<file path="config.mk">
export PLATFORM = sky130hd
export DESIGN_NAME = imm_operand_encoder
export DESIGN_NICKNAME = d
export VERILOG_FILES = /design/src/rtl/imm_operand_encoder.sv
export SDC_FILE = /design/constraint.sdc
export NUM_CORES = 1
export LEC_CHECK = 0
export ABC_AREA = 1
export CAP_MARGIN = 10
export CORE_MARGIN = 4
export CORE_UTILIZATION = 35
export DETAILED_ROUTE_END_ITERATION = 7
export PLACE_DENSITY_LB_ADDON = 0.25
export SYNTH_ARGS = -nofsm -noshare
export SYNTH_HDL_FRONTEND = slang
export SYNTH_SLANG_ARGS = --single-unit
</file>
<file path="constraint.sdc">
create_clock -name clk -period 8.4 [get_ports clk]
set_input_delay 1.26 -clock clk [delete_from_list [all_inputs] [get_ports clk]]
set_output_delay 1.26 -clock clk [all_outputs]
set_load 0.01 [all_outputs]
</file>
<file path="src/rtl/imm_operand_encoder.sv">
// Iterative ARM data-processing immediate encoder: finds {rotate_imm, immed_8} such that
// immed_8 rotated right by 2*rotate_imm equals the constant, optionally via its complement.
module imm_operand_encoder #(
    parameter bit ALLOW_INVERT = 1'b1
) (
    input  logic        clk,
    input  logic        rst,
    input  logic        start,
    input  logic [31:0] value_in,
    output logic        busy,
    output logic        done,
    output logic        encodable,
    output logic        inverted,
    output logic [11:0] shifter_operand_out
);

    typedef enum logic [1:0] {IDLE, SEARCH, DONE} state_t;

    state_t      state;
    logic [31:0] val;
    logic [3:0]  r;
    logic        phase;
    logic [4:0]  amt;
    logic [31:0] cand;
    logic        hit;

    function automatic logic [31:0] rotl(input logic [31:0] x, input logic [4:0] n);
        logic [63:0] d;
        d = {x, x} << n;
        return d[63:32];
    endfunction

    // Rotating left by 2r undoes the decoder's rotate-right; a hit leaves only immed_8 bits.
    assign amt  = {r, 1'b0};
    assign cand = rotl(val, amt);
    assign hit  = (cand[31:8] == 24'd0);

    always_ff @(posedge clk) begin
        if (state == IDLE && start) begin
            val <= value_in;
        end else if (state == SEARCH && !hit && r == 4'hF && !phase && ALLOW_INVERT) begin
            val <= ~val;
        end
    end

    always_ff @(posedge clk or negedge rst) begin
        if (!rst) begin
            state               <= IDLE;
            r                   <= 4'd0;
            phase               <= 1'b0;
            busy                <= 1'b0;
            done                <= 1'b0;
            encodable           <= 1'b0;
            inverted            <= 1'b0;
            shifter_operand_out <= 12'd0;
        end else begin
            case (state)
                IDLE: begin
                    if (start) begin
                        r     <= 4'd0;
                        phase <= 1'b0;
                        busy  <= 1'b1;
                        state <= SEARCH;
                    end
                end
                SEARCH: begin
                    if (hit) begin
                        shifter_operand_out <= {r, cand[7:0]};
                        encodable           <= 1'b1;
                        inverted            <= phase;
                        done                <= 1'b1;
                        state               <= DONE;
                    end else if (r != 4'hF) begin
                        r <= r + 4'd1;
                    end else if (!phase && ALLOW_INVERT) begin
                        r     <= 4'd0;
                        phase <= 1'b1;
                    end else begin
                        shifter_operand_out <= 12'd0;
                        encodable           <= 1'b0;
                        inverted            <= 1'b0;
                        done                <= 1'b1;
                        state               <= DONE;
                    end
                end
                DONE: begin
                    done  <= 1'b0;
                    busy  <= 1'b0;
                    state <= IDLE;
                end
                default: state <= IDLE;
            endcase
        end
    end

endmodule

</file>
Word-level counts from Yosys, hierarchy flattened
Cells that the tools add are included.
Word-level totals
  register bits: 55
  latch bits: 0
  bits in writable memories: 0
  memory bits (read-only): 0
  input port bits: 35
  output and inout bits: 16
  memories: 0
Operators by class
  add/sub/neg operators: 1
  multipliers: 0
  divide/modulo/power cells: 0
  order comparisons: 0
  eq/ne operators: 11
  shift operators: 1
  muxes and demuxes: 29
  bitwise logic cells: 1
  reduce and logical (&&, ||, !) cells: 19
Operator list (count)
  32-bit 2-to-1 mux: 2
  64-bit by 5-bit left shift with 64-bit output: 1
  12-bit 2-to-1 mux: 3
  32-bit NOT: 1
  24-bit zero test: 1
  4-bit 2-to-1 mux: 4
  1-bit 2-to-1 mux: 11
  2-bit nonzero test: 5
  3-bit AND reduction: 3
  2-bit 2-to-1 mux: 4
  2-bit inequality test (second input constant): 4
  4-bit one-hot mux with 2 select lines: 1
  4-bit AND reduction: 2
  3-bit inequality test (second input constant): 2
  1-bit one-hot mux with 2 select lines: 3
  4-bit by 1-bit adder with 4-bit output (second input constant): 1
  4-bit equality test (second input constant): 1
  1-bit logical AND: 4
  4-bit inequality test (second input constant): 1
  2-bit one-hot mux with 2 select lines: 1
  3-bit by 2-bit inequality test with 1-bit output (second input constant): 1
  2-bit by 1-bit equality test with 1-bit output (second input constant): 1
  2-bit equality test (second input constant): 1
  1-bit zero test: 2
  other kinds (2): 2

Longest topological paths before layout
  depth in word-level cells: 8
  mapped depth: 17
  mapped depth without buffers: 15

Worst setup path before layout
OpenSTA, ideal clock, no wires.
  kind: reg-to-reg
  start: register r[0]
  end: register val[0] (enable)
  data arrival time: 3773 ps
  required time: 7934 ps
  path slack: 4161 ps
  stages on the path, launching flop included: 16
  path buffers: 2
  cell sequence: dfrtp_1 > buf_6 > inv_4 > buf_6 > nand2_1 > nand3_1 > nand2_1 > nand2_1 > nor2_1 > nor2_1 > nor2_1 > nand2_1 > nand2_2 > nand3_1 > nand3_1 > o21ai_0
Between the ends
  word-level cells in the longest chain between the ends: 7
Ends and longest elaborated chain
  start: declaration: line 21  | logic [3:0] r;
  start signal: assignment: line 74  | r <= r + 4'd1;
  64-bit by 5-bit left shift with 64-bit output: line 29  | d = {x, x} << n;
  24-bit zero test: line 36  | assign hit = (cand[31:8] == 24'd0);
  1-bit zero test: line 41  | end else if (state == SEARCH && !hit && r == 4'hF && !phase && ALLOW_INVERT) begin
  1-bit logical AND: line 41
  1-bit logical AND * (2 in series): line 41
  2-bit nonzero test (no line) *
  end signal: assignment: line 40  | val <= value_in;
  end signal: assignment: line 42  | val <= ~val;
  end: declaration: line 20  | logic [31:0] val;
Every way passes the cells marked *; elsewhere a longest branch is shown, timed or not.
A chain may end at the register's enable or synchronous reset.

Final worst setup path
  start: register r[2]
  end: register val[11] (enable)
Same word-level chain as after synthesis.

==> flow_summary.yaml <==
outcome:
  status: "finished, final reports clean"
logic_synthesis:
  synth_area_um2: 3860
  ys_ff_latch: 55
  synth_cells: 551
  ys_seq_area_share_pct: 39.8
  yosys_warnings: 0
  syn-num-nets: 590
  synth_cell_types: 30
  avgSynthCellArea_um2: 7.00
drt:
  vias: 3663
  wl_met3_um: 509
  finalWirelength_um: 9590
  wl_met2_um: 4190
  wire_per_inst_um: 13.3
  wl_met1_um: 4800
  drtPass1Iterations: 5
  initialDrtViolationCount: 277
  drcViolationCount: 0
  via_per_inst: 5.08
  top_layer: "met4"
  ant_nets: 0
cells_and_area:
  nets: 619
  syn_to_final_growth_pct: 16.6
  final_util_pct: 41.7
  final_layout_size_suffix_gt1_share_pct: 7.57
  layout_common_cells: "nand2_1, nand3_1, clkdlybuf4s50_1, o21ai_0, edfxtp_1"
  layout_commonest_cell: "nand2_1"
  fillers: 1134
  num_antenna_cells: 0
clock_network:
  numCtsBuffers: 5
  insertion_delay_ns: 0.31
  clock_sinks: 55
  h-tree-depth: 2
  cts_hold_buf: 0
  ctsResizeCount: 0
  postCtsSetupBuffers: 0
  clk_pin_slew_ns: 0.11
  clock-root-buffer: "clkbuf_8"
  cts_tree: "yes"
  clock_path_buffers: 2
critical_path:
  cp_top_family: "buffers and inverters"
  crit_slowest_cell: "dfrtp_1"
  worst-path-max-fanout: 32
  endpoint_kind: "register"
  critical_path.cell_chain: "clkinv_1, nand2_1, nor2_1, nor2_1, nor2_1, nand2_1, nand2_2, nand3_1, nand3_1, o21ai_2, buf_4"
  cp_data_arrival_time_ns: 3.58
  worstPathBufferInverterCount: 2
  worstPathRequired_ns: 8.37
  slowest_delay_ns: 0.95
  path_class: "reg2reg"
  crit_top_cell: "nor2_1"
  critPathLaunchType: "register"
sta:
  maxSlewViolCount: 0
  setup_tns_ns: 0
  finalHoldViolations: 0
  period_share_pct: 42.9
  worstMarginPinSlew_ns: 0.897
  finalSetupViolations: 0
  max_slew_margin_pct: 40.2
  skew_ns: 0.00982
  rsz0062_at_grt: "no"
  clock.fmax_ghz: 0.277
  hold_slack_ns: 0.486
  period_needed_ns: 3.61
floorplanning:
  pin_count: 51
  die_area_um2: 12800
  fp.dieW_um: 113
  start_util_pct: 35.8
  rows: 38
  coreArea_um2: 10800
  die_y_um: 113
global_routing:
  antenna_found_initial: 0
  grt_overflow_total: 0
  grt_usage_pct: 15.2
  grt_max_degree: 67
  first_global_vias: 3414
  grt_pass1_wl_um: 16200
job:
  maxCapViolations: 0
placed_design:
  routabilityCongestion: 0.882
  dp_hpwl_um: 7120
  portBuffers: 50
power:
  ir_drop_mv: 0.0892
  leakage_nw: 2.00
  p_per_area_nw_per_um2: 304
min_path:
  hold_path_class: "reg2reg"
## registers in the layout, summed over array words and instances, names as in the netlist
| signal | flops |
|---|---|
| busy | 1 |
| done | 1 |
| encodable | 1 |
| inverted | 1 |
| phase | 1 |
| r | 4 |
| shifter_operand_out | 12 |
| state | 2 |
| val | 32 |
## area by class of cell
cell class,count,area [um^2],area share (%)
tap,140,175,3.89
timing repair buffer,55,558,12.4
clock inverter,2,35.0,0.779
sequential,55,1540,34.2
inverter,24,92.6,2.06
multi-input combinational,439,2020,44.9
clock buffer,6,82.6,1.84
## report_power, final
part           switching [mW]  internal (mW)  leakage [nW]  total, mW
clock                  0.0906         0.0967        0.0612      0.187
sequential             0.0508          0.381         0.613      0.431
combinational           0.515          0.232          1.33      0.747
total                   0.656          0.709          2.00       1.37
## Yosys cell counts, drive strengths merged
master	count	area (um^2)
a21oi	2	10.0
nor3b	1	7.51
nand4	7	58.8
clkinv	2	7.51
o21ai	53	310
o211ai	1	7.51
dfrtp	23	576
o22ai	1	6.26
ha	4	50.1
clkbuf	8	30.0
edfxtp	32	961
xor2	1	8.76
inv	22	85.1
nand3	96	485
a31oi	4	25.0
nor2	30	118
and2	1	6.26
nand2	238	921
buf	25	185
## logic make-up after synthesis
logic type,share of synthesized area [%]
buffers and inverters,7.98
flip-flops,39.8
AO/OA/AOI/OAI,9.31
AND/OR/NAND/NOR,41.4
XOR/XNOR,0.227
adder cells (fa/ha/maj),1.30
## per-layer routing
layer	vias up	global-route usage (%)
met1	1683	22.6
met4	0	2.08
met5	-	0
met3	11	2.46
li1	1878	-
met2	91	24.0
## metrics by stage
stage | instance area (um^2) | std cells | setup slack (ns) | power (mW)
global route | 4500 | 721 | 4.40 | 1.51
floorplan | 3860 | 551 | 4.16 | 1.01
detailed placement | 4350 | 712 | 4.83 | 1.18
finish | 4500 | 721 | 4.79 | 1.37
CTS | 4470 | 720 | 4.81 | 1.37
global placement | 4350 | 712 | 4.97 | 1.17
## tightest hold or removal path: cells and delay by family (launching register included)
family | cells | cell delay (ns)
flops | 1 | 0.36
simple gates | 2 | 0.10
## path summary, 6_finish.rpt
| check | startpoint | slack, ns | to | cells after the start |
|---|---|---|---|---|
| min in group asynchronous | rst | 1.20 | shifter_operand_out[2] | 1 |
| max | r[2] | 4.79 | val[11] | 11 |
| max in group asynchronous | rst | 6.81 | r[1] | 2 |
| max reg2reg | r[2] | 4.79 | val[11] | 11 |
| min | done | 0.49 | done | 2 |
| min reg2reg | done | 0.49 | done | 2 |
Note: power is estimated with default switching activity, not from simulation.
==> RTL change 1 (same flow settings) <==
Make the reset (`rst`) synchronous in one clocked block.
--- a/src/rtl/imm_operand_encoder.sv
+++ b/src/rtl/imm_operand_encoder.sv
@@ -45,3 +45,3 @@
 
-    always_ff @(posedge clk or negedge rst) begin
+    always_ff @(posedge clk) begin
         if (!rst) begin
Check against the original RTL: differs if rst is asserted again (counterexample within 4 cycles, from zero or initial values and one cycle with rst low); with rst held inactive, the same outputs for 10 cycles.
==> RTL change 1 against the unedited design <==
- die area fell by 1.8%
- global-route usage grew 1.0 points
- synthesized cell count rose by 4.4%
- final area fell by 2.4%
- synthesized area decreased by 1.9%
- setup slack better by 430 ps
- sequential cell count stayed put
- routed wire length grew 7.4%
- critical path type unchanged
- largest cell class unchanged
- highest routed layer unchanged
Power is not compared: it rests on default switching activity, and its combinational part moved more than twofold at a synthesized area within 25%.
==> RTL change 1: results <==
export IMPL_starting_drt_drc_count=288
export IMPL_synthDistinctLibCells=29
export IMPL_synthTopCellsByCount="sky130_fd_sc_hd__nand2_1, sky130_fd_sc_hd__nand3_1, sky130_fd_sc_hd__nor2_1"
export IMPL_ir_drop_mv=0.0804
export IMPL_path_max_fanout=36
export IMPL_post_place_ws_ps=5320
export IMPL_net_count_after_synthesis=614
export IMPL_grt_pass1_wl_mm=17.0
export IMPL_grt_max_degree=67
export IMPL_outcome="finished clean"
export IMPL_cts_reportedPaths_clkPinSlew_ps=100
export IMPL_via_per_inst=5.16
export IMPL_drive_above_1_share_pct=5.97
export IMPL_drt_total_wl_mm=10.3
export IMPL_static_leakage_power_nw=1.85
export IMPL_synth_yosys_seq_area_share_pct=37.6
export IMPL_drc=0
export IMPL_drtPass1Iterations=5
export IMPL_hp_class="reg -> reg"
export IMPL_int_pwr_w=0.000515
export IMPL_arrival_ps=3410
export IMPL_first_global_vias=3545
export IMPL_cts_setup_buffers=0
export IMPL_yosys_top_cells_area="sky130_fd_sc_hd__edfxtp_1, sky130_fd_sc_hd__nand2_1, sky130_fd_sc_hd__dfxtp_1"
export IMPL_critPathMaxStageDelay_ps=510
export IMPL_worstMarginPinSlew_ps=664
export IMPL_ctsHtreeMaxLevel=2
export IMPL_place_gp_congestion=0.980
export IMPL_final_nets=641
export IMPL_nFillCells=1111
export IMPL_cts_buffers=5
export IMPL_overall_track_demand_over_capacity_in_global_routing_pct=16.2
export IMPL_timing_clock_skew_ps=13.4
export IMPL_clock_latency_ps=310
export IMPL_dp_hpwl_mm=7.64
export IMPL_cp_top_family="buffers and inverters"
export IMPL_critPathSlowestCell="sky130_fd_sc_hd__clkinv_2"
export IMPL_post_synthesis_async_set_or_reset_flop_share_pct=0
[RTL change 1: changes by cell type in the layout (fill, tap and decap cells not counted), sizes merged, moves of 3 or more]
cell	change
inv	+4
o21ai	-7
a31oi	-4
a21oi	+19
nand3	-3
dfxtp	+23
nand2	+4
dfrtp	-23
nor2	+13
[RTL change 1: stage by stage]
| step | instance area, um^2 | std cells | hold WS, ps |
|---|---|---|---|
| final | 4390 | 739 | 486 |
| after global routing | 4390 | 739 | 517 |
| after CTS | 4390 | 739 | 491 |
| after detailed placement | 4290 | 731 | 477 |
| after global placement | 4290 | 731 | 469 |
| after floorplan | 3780 | 575 | 456 |
[RTL change 1: worst paths after layout]
kind	from	to	slack (ps)	depth (start not counted)
worst min-delay path	encodable$_SDFFE_PN0P_	encodable$_SDFFE_PN0P_	490	2
worst min register to register	encodable$_SDFFE_PN0P_	encodable$_SDFFE_PN0P_	490	2
worst max-delay path	r[1]$_SDFFE_PN0P_	shifter_operand_out[0]$_SDFFE_PN0P_	5220	13
worst max register to register	r[1]$_SDFFE_PN0P_	shifter_operand_out[0]$_SDFFE_PN0P_	5220	13
[RTL change 1: power by group through the flow]
stage | Clock (W) | Combinational (W) | Sequential [W]
floorplan | 0 | 0.000263 | 0.000351
global placement | 0 | 0.000341 | 0.000362
detailed placement | 0 | 0.000345 | 0.000362
CTS | 0.000167 | 0.000347 | 0.000356
global route | 0.000177 | 0.000400 | 0.000361
finish | 0.000161 | 0.000348 | 0.000356
[RTL change 1: final cells by class]
| cell class | count | area (um^2) | area share (%) |
|---|---|---|---|
| multi-input cells | 458 | 2050 | 46.8 |
| flip-flops and latches | 55 | 1420 | 32.4 |
| repair buffers | 55 | 538 | 12.3 |
| well taps | 136 | 170 | 3.87 |
| inverters | 27 | 106 | 2.42 |
| clock buffers | 7 | 97.6 | 2.22 |
| clock inverters | 1 | 3.75 | 0.0855 |
[RTL change 1: per-layer routing]
| metal | wire length (um) | share of wire (%) | up-vias | GRT usage [%] |
|---|---|---|---|---|
| met3 | 535 | 5.2 | 15 | 2.28 |
| met5 | 0 | 0 | - | 0 |
| met2 | 4660 | 45 | 105 | 26.8 |
| li1 | - | - | 1933 | - |
| met4 | 138 | 1.3 | 0 | 3.85 |
| met1 | 4960 | 48 | 1761 | 22.5 |
[RTL change 1: kinds of logic after synthesis]
logic type | count (synthesis) | share of synthesized area, %
and+or+nand+nor | 385 | 42.4
AOI/OAI and AO/OA | 69 | 10.5
buffers and inverters | 62 | 8.13
DFF | 55 | 37.6
adders and majority gates | 4 | 1.32
==> RTL change 2 (same flow settings) <==
Without the edit above. The parameter `ALLOW_INVERT` goes from 1'b1 to 1'b0.
--- a/src/rtl/imm_operand_encoder.sv
+++ b/src/rtl/imm_operand_encoder.sv
@@ -3,3 +3,3 @@
 module imm_operand_encoder #(
-    parameter bit ALLOW_INVERT = 1'b1
+    parameter bit ALLOW_INVERT = 1'b0
 ) (
Formal check against the unedited RTL: no difference found for any inputs over 10 cycles, from zero or initial values and one cycle with rst low; that may be too few to reach the edited logic, so the function may still have changed.
==> RTL change 2 against the unedited design <==
- clock skew about the same
- worst hold slack improved by 19 ps
- routed wire length decreased by 6.4%
- setup slack improved by 550 ps
- total power decreased by 3.9%
- final area shrank 6.6%
- non-clock buffer count is 3 lower
- sequential cell count fell by 2
- die area decreased by 6.3%
- sequential power down 17%
- final cell count decreased by 6.9%
- synthesized area is 6.8% lower
==> RTL change 2: results <==
export IMPL_outcome="finished clean"
export IMPL_timing_clock_skew_ps=9.65
export IMPL_numPortBuffers=49
export IMPL_use_met2_pct=26.0
export IMPL_wl_met3_um=451
export IMPL_synthTopCellsByCount="sky130_fd_sc_hd__nand2_1, sky130_fd_sc_hd__nand3_1, sky130_fd_sc_hd__edfxtp_1"
export IMPL_critPathMaxStageDelay_ps=990
export IMPL_power_combinational_total_w=0.000811
export IMPL_grt_pass1_wl_mm=15.5
export IMPL_drtPass1Iterations=8
export IMPL_nFillCells=1075
export IMPL_met2_wirelength_mm=4.15
export IMPL_hp_class="reg -> reg"
export IMPL_synthXorXnorAreaFrac_pct=0.487
export IMPL_grt_max_degree=38
export IMPL_synth_mux_area_fraction_pct=0
export IMPL_sequentialPowerShare_pct=27.2
export IMPL_globalRouteMet3Util_pct=2.58
export IMPL_drt_total_wl_mm=8.97
export IMPL_arrival_ps=3270
export IMPL_power_w=0.00131
export IMPL_synth_enable_flop_cells=32
export IMPL_globalRouteMet1Util_pct=23.1
export IMPL_final_cell_count_no_fill=671
export IMPL_clock_path_buffers=2
export IMPL_final_nets=573
export IMPL_yosysWarningCount=0
export IMPL_starting_drt_drc_count=306
export IMPL_clock_tree_root_cell="sky130_fd_sc_hd__clkbuf_8"
export IMPL_worstMarginPinSlew_ps=965
export IMPL_first_global_vias=3224
export IMPL_path_max_fanout=31
export IMPL_synth_compound_area_share_pct=2.68
export IMPL_synth_adder_area_share_pct=0.348
export IMPL_post_synthesis_async_set_or_reset_flop_share_pct=39.6
export IMPL_maxUsedRoutingLayer="met4"
export IMPL_synth_yosys_seq_area_share_pct=41.3
export IMPL_power_density_cell_area_mw_per_mm2=312
export IMPL_synthDistinctLibCells=30
export IMPL_static_leakage_power_nw=1.96
export IMPL_dp_hpwl_mm=6.92
export IMPL_placed_cell_area_mm2=0.00409
export IMPL_overall_track_demand_over_capacity_in_global_routing_pct=16.3
export IMPL_routed_via_count=3396
export IMPL_antenna_violations_before_repair=0
export IMPL_post_place_ws_ps=5190
export IMPL_numPlacedInstances=662
export IMPL_cp_top_family="simple AND/OR/NAND/NOR gates"
export IMPL_met1Wirelength_mm=4.23
export IMPL_drive_above_1_share_pct=6.88
export IMPL_ir_drop_mv=0.136
export IMPL_yosys_top_cells_area="sky130_fd_sc_hd__edfxtp_1, sky130_fd_sc_hd__nand2_1, sky130_fd_sc_hd__dfrtp_1"
export IMPL_largestRegisters="val x32, shifter_operand_out x12, r x4"
export IMPL_net_count_after_synthesis=542
export IMPL_cts_reportedPaths_clkPinSlew_ps=100
export IMPL_place_gp_congestion=0.936
export IMPL_global_route_overflow_total=0
export IMPL_clock_latency_ps=310
export IMPL_synth_avg_cell_area_um2=7.11
export IMPL_netSwitchingFraction_pct=52.8
## RTL change 2: final cells by class
class                           instances  area share [%]
Multi-Input combinational cell        400            43.6
Clock inverter                          3           0.506
Tap cell                              133            3.96
Inverter                               25            2.29
Timing Repair Buffer                   52            12.7
Clock buffer                            5            1.64
Sequential cell                        53            35.4
## RTL change 2: final timing paths
check                                                endpoint  slack, ps                   from  cells past startpoint
max                        shifter_operand_out[4]$_DFFE_PN0P_       5340       r[2]$_DFFE_PN0P_                      9
min                                     encodable$_DFFE_PN0P_        510  encodable$_DFFE_PN0P_                      2
max reg2reg                shifter_operand_out[4]$_DFFE_PN0P_       5340       r[2]$_DFFE_PN0P_                      9
min reg2reg                             encodable$_DFFE_PN0P_        510  encodable$_DFFE_PN0P_                      2
max in group asynchronous                    r[2]$_DFFE_PN0P_       6350                    rst                      1
min in group asynchronous  shifter_operand_out[6]$_DFFE_PN0P_       1460                    rst                      1
